--- src/rtl/ps2_pkg.sv ---
// Shared PS/2 definitions: transmitter state encoding, command bytes, default timings.
package ps2_pkg;

  typedef enum logic [2:0] {
    StIdle    = 3'd0,
    StRts     = 3'd1,
    StReq     = 3'd2,
    StStart   = 3'd3,
    StData    = 3'd4,
    StAck     = 3'd5,
    StRelease = 3'd6
  } tx_state_e;

  localparam logic [7:0] PS2_CMD_SET_LEDS = 8'hED;
  localparam logic [7:0] PS2_CMD_RESET    = 8'hFF;
  localparam logic [7:0] PS2_ACK          = 8'hFA;
  localparam logic [7:0] PS2_BREAK        = 8'hF0;

  // 100 us inhibit and 15 ms ACK timeout at 50 MHz
  localparam int unsigned PS2_INHIBIT_CYC = 5000;
  localparam int unsigned PS2_TIMEOUT_CYC = 750000;
  localparam int unsigned PS2_FILTER_LEN  = 8;

  // Odd parity above the data byte, LSB shifted out first
  function automatic logic [8:0] ps2_frame(input logic [7:0] data);
    return {~^data, data};
  endfunction

endpackage

--- src/rtl/ps2_clk_filter.sv ---
// Synchroniser plus debounce filter for a PS/2 line; emits a one-cycle pulse on a filtered fall.
module ps2_clk_filter #(
  parameter int unsigned FilterLen = 8
) (
  input  logic clk_i,
  input  logic rst_i,
  input  logic raw_i,
  output logic level_o,
  output logic fall_o
);

  localparam int unsigned CntW = (FilterLen > 1) ? $clog2(FilterLen) : 1;

  logic [1:0]      sync_q;
  logic            level_q, level_d;
  logic [CntW-1:0] cnt_q, cnt_d;
  logic            fall_q, fall_d;

  // Level flips only after FilterLen consecutive samples disagree with it
  always_comb begin
    level_d = level_q;
    cnt_d   = '0;
    if (sync_q[1] != level_q) begin
      if (cnt_q == CntW'(FilterLen - 1)) begin
        level_d = sync_q[1];
      end else begin
        cnt_d = cnt_q + 1'b1;
      end
    end
    fall_d = level_q & ~level_d;
  end

  // Synchroniser, filter state and fall pulse; idle bus reads high
  always_ff @(posedge clk_i) begin
    if (rst_i) begin
      sync_q  <= 2'b11;
      level_q <= 1'b1;
      cnt_q   <= '0;
      fall_q  <= 1'b0;
    end else begin
      sync_q  <= {sync_q[0], raw_i};
      level_q <= level_d;
      cnt_q   <= cnt_d;
      fall_q  <= fall_d;
    end
  end

  assign level_o = level_q;
  assign fall_o  = fall_q;

endmodule

--- src/rtl/ps2_host_tx.sv ---
// PS/2 host-to-device transmitter: request-to-send, 11-clock frame, ACK check, timeout.
module ps2_host_tx
  import ps2_pkg::*;
#(
  parameter int unsigned INHIBIT_CYC = PS2_INHIBIT_CYC,
  parameter int unsigned TIMEOUT_CYC = PS2_TIMEOUT_CYC,
  parameter int unsigned FILTER_LEN  = PS2_FILTER_LEN
) (
  input  logic       clk,
  input  logic       reset,
  input  logic       wr_ps2,
  input  logic [7:0] din,
  input  logic       ps2c_in,
  input  logic       ps2d_in,
  output logic       ps2c_oe,
  output logic       ps2d_oe,
  output logic       tx_busy,
  output logic       tx_done_tick,
  output logic       tx_err_tick
);

  localparam int unsigned CntMax = (TIMEOUT_CYC > INHIBIT_CYC) ? TIMEOUT_CYC : INHIBIT_CYC;
  localparam int unsigned CntW   = $clog2(CntMax + 1);

  tx_state_e       state_q, state_d;
  logic [CntW-1:0] cnt_q, cnt_d;
  logic [8:0]      sr_q, sr_d;
  logic [3:0]      bit_q, bit_d;
  logic            ack_q, ack_d;
  logic            done_q, done_d;
  logic            err_q, err_d;

  logic c_level, c_fall;
  logic d_level, d_fall;
  logic unused_d_fall;

  ps2_clk_filter #(.FilterLen(FILTER_LEN)) u_clk_filter (
    .clk_i   (clk),
    .rst_i   (reset),
    .raw_i   (ps2c_in),
    .level_o (c_level),
    .fall_o  (c_fall)
  );

  // Same filter on the data line so the ACK sample is glitch-free
  ps2_clk_filter #(.FilterLen(FILTER_LEN)) u_dat_filter (
    .clk_i   (clk),
    .rst_i   (reset),
    .raw_i   (ps2d_in),
    .level_o (d_level),
    .fall_o  (d_fall)
  );

  assign unused_d_fall = d_fall;

  // Next-state logic; one counter serves both the inhibit period and the ACK timeout
  always_comb begin
    state_d = state_q;
    cnt_d   = cnt_q;
    sr_d    = sr_q;
    bit_d   = bit_q;
    ack_d   = ack_q;
    done_d  = 1'b0;
    err_d   = 1'b0;

    unique case (state_q)
      StIdle: begin
        if (wr_ps2) begin
          sr_d    = ps2_frame(din);
          cnt_d   = '0;
          state_d = StRts;
        end
      end
      StRts: begin
        if (cnt_q == CntW'(INHIBIT_CYC - 1)) begin
          cnt_d   = '0;
          state_d = StReq;
        end else begin
          cnt_d = cnt_q + 1'b1;
        end
      end
      StReq: begin
        cnt_d   = '0;
        state_d = StStart;
      end
      StStart: begin
        cnt_d = cnt_q + 1'b1;
        if (c_fall) begin
          bit_d   = '0;
          state_d = StData;
        end
      end
      StData: begin
        cnt_d = cnt_q + 1'b1;
        if (c_fall) begin
          // bit_q == 8 means parity is on the wire; this fall releases data for the stop bit
          if (bit_q == 4'd8) begin
            state_d = StAck;
          end else begin
            sr_d  = {1'b1, sr_q[8:1]};
            bit_d = bit_q + 1'b1;
          end
        end
      end
      StAck: begin
        cnt_d = cnt_q + 1'b1;
        if (c_fall) begin
          ack_d   = ~d_level;
          state_d = StRelease;
        end
      end
      StRelease: begin
        cnt_d = cnt_q + 1'b1;
        if (c_level && d_level) begin
          done_d  = ack_q;
          err_d   = ~ack_q;
          state_d = StIdle;
        end
      end
      default: begin
        state_d = StIdle;
      end
    endcase

    // Timeout overrides any progress made in the device-clocked states
    if ((state_q inside {StStart, StData, StAck, StRelease}) &&
        (cnt_q == CntW'(TIMEOUT_CYC - 1))) begin
      done_d  = 1'b0;
      err_d   = 1'b1;
      state_d = StIdle;
    end
  end

  // State, counters and registered completion ticks
  always_ff @(posedge clk) begin
    if (reset) begin
      state_q <= StIdle;
      cnt_q   <= '0;
      sr_q    <= '1;
      bit_q   <= '0;
      ack_q   <= 1'b0;
      done_q  <= 1'b0;
      err_q   <= 1'b0;
    end else begin
      state_q <= state_d;
      cnt_q   <= cnt_d;
      sr_q    <= sr_d;
      bit_q   <= bit_d;
      ack_q   <= ack_d;
      done_q  <= done_d;
      err_q   <= err_d;
    end
  end

  // Moore output decode from registered state and shift register LSB
  always_comb begin
    tx_busy      = (state_q != StIdle);
    ps2c_oe      = (state_q == StRts) || (state_q == StReq);
    ps2d_oe      = (state_q == StReq) || (state_q == StStart) ||
                   ((state_q == StData) && !sr_q[0]);
    tx_done_tick = done_q;
    tx_err_tick  = err_q;
  end

endmodule

--- config.mk ---
export PLATFORM = sky130hd
export DESIGN_NAME = ps2_host_tx
export DESIGN_NICKNAME = d
export VERILOG_FILES = /design/src/rtl/ps2_pkg.sv /design/src/rtl/ps2_clk_filter.sv /design/src/rtl/ps2_host_tx.sv
export SDC_FILE = /design/constraint.sdc
export NUM_CORES = 1
export LEC_CHECK = 0
export BUFFER_PORTS_ARGS = -buffer_cell sky130_fd_sc_hd__buf_2
export CAP_MARGIN = 20
export CORE_UTILIZATION = 30
export DETAILED_ROUTE_END_ITERATION = 10
export GPL_TIMING_DRIVEN = 0
export SKIP_CTS_REPAIR_TIMING = 1
export SYNTH_ARGS = -nofsm -noshare
export SYNTH_HDL_FRONTEND = slang
export SYNTH_SLANG_ARGS = --single-unit
--- constraint.sdc ---
create_clock -name clk -period 2.2 [get_ports clk]
set_input_delay 0.33 -clock clk [delete_from_list [all_inputs] [get_ports clk]]
set_output_delay 0.33 -clock clk [all_outputs]
set_load 0.05 [all_outputs]
==> flow_summary.json <==
{
  "drive_gt1_share_pct": 13.7,
  "area_growth_pct": 12.8,
  "diodes": 0,
  "ys_warn_count": 0,
  "dp.cells": 416,
  "skew_ns": 0.00975,
  "power_mw": 1.77,
  "io_buffers": 16,
  "cts.path.max_buffers": 2,
  "finalMaxSlewViolations": 0,
  "synth_edf_count": 0,
  "period_share_pct": 92.0,
  "synth_area_leaders": "dfxtp_1 42%, nor2_1 6.4%, xor2_1 5.2%",
  "ys_seq_area_share_pct": 41.6,
  "antenna_found_initial": 0,
  "nFillCells": 803,
  "rrSetupSlack_ns": 0.19,
  "drt_iter0_markers": 75,
  "grt_pass1_vias": 1904,
  "final_antenna_net_count": 0,
  "grt_overflow": 0,
  "nets": 341,
  "postSynth.asyncResetShare_pct": 0,
  "maxCapViolations": 0,
  "rr_startpoint": "cnt_q[0]",
  "critPathKind": "flip-flop to output pin",
  "syn_nets": 318,
  "synth_ff_type": "dfxtp_1",
  "cp-start-kind": "flip-flop",
  "hold_viol_final": 0,
  "worst_pin_slew_ns": 0.590,
  "vias": 2031,
  "crit_path_start": "state_q[0]",
  "outcome": "finished, final reports clean",
  "die_y_um": 93.4,
  "avgSynthCellArea_sq_um": 8.41,
  "netlist_area_sq_um": 2500,
  "crit_arrival_ns": 1.69,
  "required_ns": 1.87,
  "r2r_cells": 7,
  "grt_pass1_wl_mm": 8.52,
  "wl_mm": 4.95,
  "dpl.hpwl_mm": 3.54,
  "cts_sinks": 52,
  "rows": 32,
  "rr_endpoint": "cnt_q[5]",
  "initial_core_util_pct": 31.8,
  "placed_cell_area_sq_um": 2710,
  "cts_tree": "built",
  "ios": 18,
  "crit_path_end_kind": "output pin",
  "cp_max_fo": 10,
  "die_area_sq_um": 8720,
  "period_minus_slack_ns": 2.02,
  "cts_max_level": 2,
  "die_x_um": 93.4,
  "drtPass1Iterations": 4,
  "worstSetupEndpoint": "ps2c_oe",
  "p_leak_nw": 1.08,
  "ys_seq_elements": 52,
  "synth_largest_area_cell": "dfxtp_1",
  "root_buffer": "clkbuf_8",
  "powerDensity_nw_per_um2": 628,
  "post-route-cell-area_sq_um": 2830,
  "synthesis.instances": 298,
  "remaining_drc_errors": 0,
  "rsz0062_at_grt": "false",
  "setup_viol": 0,
  "synth_top_area_share_pct": 41.6,
  "setup-tns-final_ns": 0,
  "viasPerCell": 4.79,
  "final_cells": 424,
  "path_clk_slew_ns": 0.10,
  "clk_latency_ns": 0.31,
  "relSlewSlack_pct": 60.5,
  "ir_drop_uv": 243,
  "avgRoutedWirePerCell_um": 11.7,
  "cts_made_buffers": 5,
  "gp_congestion": 0.800,
  "design.core.area_sq_um": 7890,
  "grt_max_degree": 16,
  "grtUsageTotal_pct": 12.3,
  "fmax_ghz": 0.494,
  "hold_class": "input pin to flip-flop",
  "synth.lib_cells_used.distinct": 42
}
worst min-delay path by stage:
stage | startpoint | to | slack (ns) | cells past startpoint
2_1_floorplan | u_clk_filter.sync_q[0] | u_clk_filter.sync_q[1] | 0.39 | 1
3_3_place_gp | u_dat_filter.sync_q[0] | u_dat_filter.sync_q[1] | 0.39 | 1
3_5_place_dp | u_dat_filter.sync_q[0] | u_dat_filter.sync_q[1] | 0.40 | 1
4_1_cts | ps2c_in | u_clk_filter.sync_q[0] | 0.19 | 2
5_1_grt | ps2d_in | u_dat_filter.sync_q[0] | 0.21 | 2
6_report | ps2c_in | u_clk_filter.sync_q[0] | 0.20 | 2
flip-flops by register name, indices dropped and copies added, names as in the netlist, 2 cells and up:
name	count
bit_q	4
u_clk_filter.cnt_q	3
sr_q	9
u_clk_filter.sync_q	2
u_dat_filter.cnt_q	3
u_dat_filter.sync_q	2
cnt_q	20
state_q	3
worst max-delay path, stage by stage, from the launching register on:
cell and delay [ns]:
dfxtp_1 0.34, buf_6 0.13, clkbuf_1 0.36, xnor2_1 0.11, nor2_1 0.15, buf_2 0.29
routing by layer:
metal  global-route usage, %  share of wire [%]  up-vias
met5                       0                  0        -
met4                    4.74                1.5        0
met3                    2.44                2.2        7
met2                    19.8                 45       19
met1                    16.1                 51      931
li1                        -                  -     1074
cells in the final DEF (no fill, tap or decap), types with 3 or more instances in the layout:
cell and n:
and2_1 7, dfxtp_1 52, clkbuf_1 7, or3_1 3, nor2_1 43, nand3_1 13
clkbuf_8 5, xor2_1 15, nor3_1 5, a21oi_1 9, and3_1 11, nor4_1 5
ha_1 7, inv_1 7, xnor2_1 13, buf_2 23, nand4_1 12, or2_2 5
o21ai_0 15, nand2_1 31, o22ai_1 3
where the power goes:
group          leakage, nW  switching [mW]  internal [mW]
registers            0.422          0.0112          0.962
logic                0.605          0.0895         0.0634
clock network       0.0552           0.310          0.338
area by class of cell:
type,instances,area (sq um),share of cell area (%)
multi-input cells,224,1360,48.3
flip-flops and latches,52,1040,36.8
well taps,102,128,4.52
repair buffers,16,80.1,2.83
plain buffers,15,80.1,2.83
clock buffers,6,72.6,2.57
clock inverters,2,35.0,1.24
inverters,7,26.3,0.930
kinds of logic (layout without fill, tap and decap cells):
kind of cell / Yosys count / after routing / synth area share, %
AND/OR/NAND/NOR: 151 / 151 / 31.6
flip-flops: 52 / 52 / 41.6
AO/OA/AOI/OAI: 35 / 35 / 8.04
XOR/XNOR: 28 / 28 / 9.79
buffers and inverters: 22 / 46 / 4.25
adder cells (fa/ha/maj): 7 / 7 / 3.50
multiplexers: 3 / 3 / 1.25
synthesized netlist by cell type, types with 9 or more instances:
| library cell | instances |
|---|---|
| nand3_1 | 13 |
| nor2_1 | 43 |
| a21oi_1 | 9 |
| dfxtp_1 | 52 |
| nand4_1 | 12 |
| xnor2_1 | 13 |
| o21ai_0 | 15 |
| nand2_1 | 31 |
| xor2_1 | 15 |
| and3_1 | 11 |
per-stage QoR:
step	util, %	hold WS (ns)	worst slack (ns)
6_report	35.8	0.199	0.176
5_1_grt	35.8	0.207	0.0499
4_1_cts	35.8	0.191	0.116
3_5_place_dp	34.4	0.397	0.131
3_3_place_gp	34.4	0.393	0.133
2_1_floorplan	-	0.389	0.372
No activity file was read; power rests on OpenSTA's default activity.
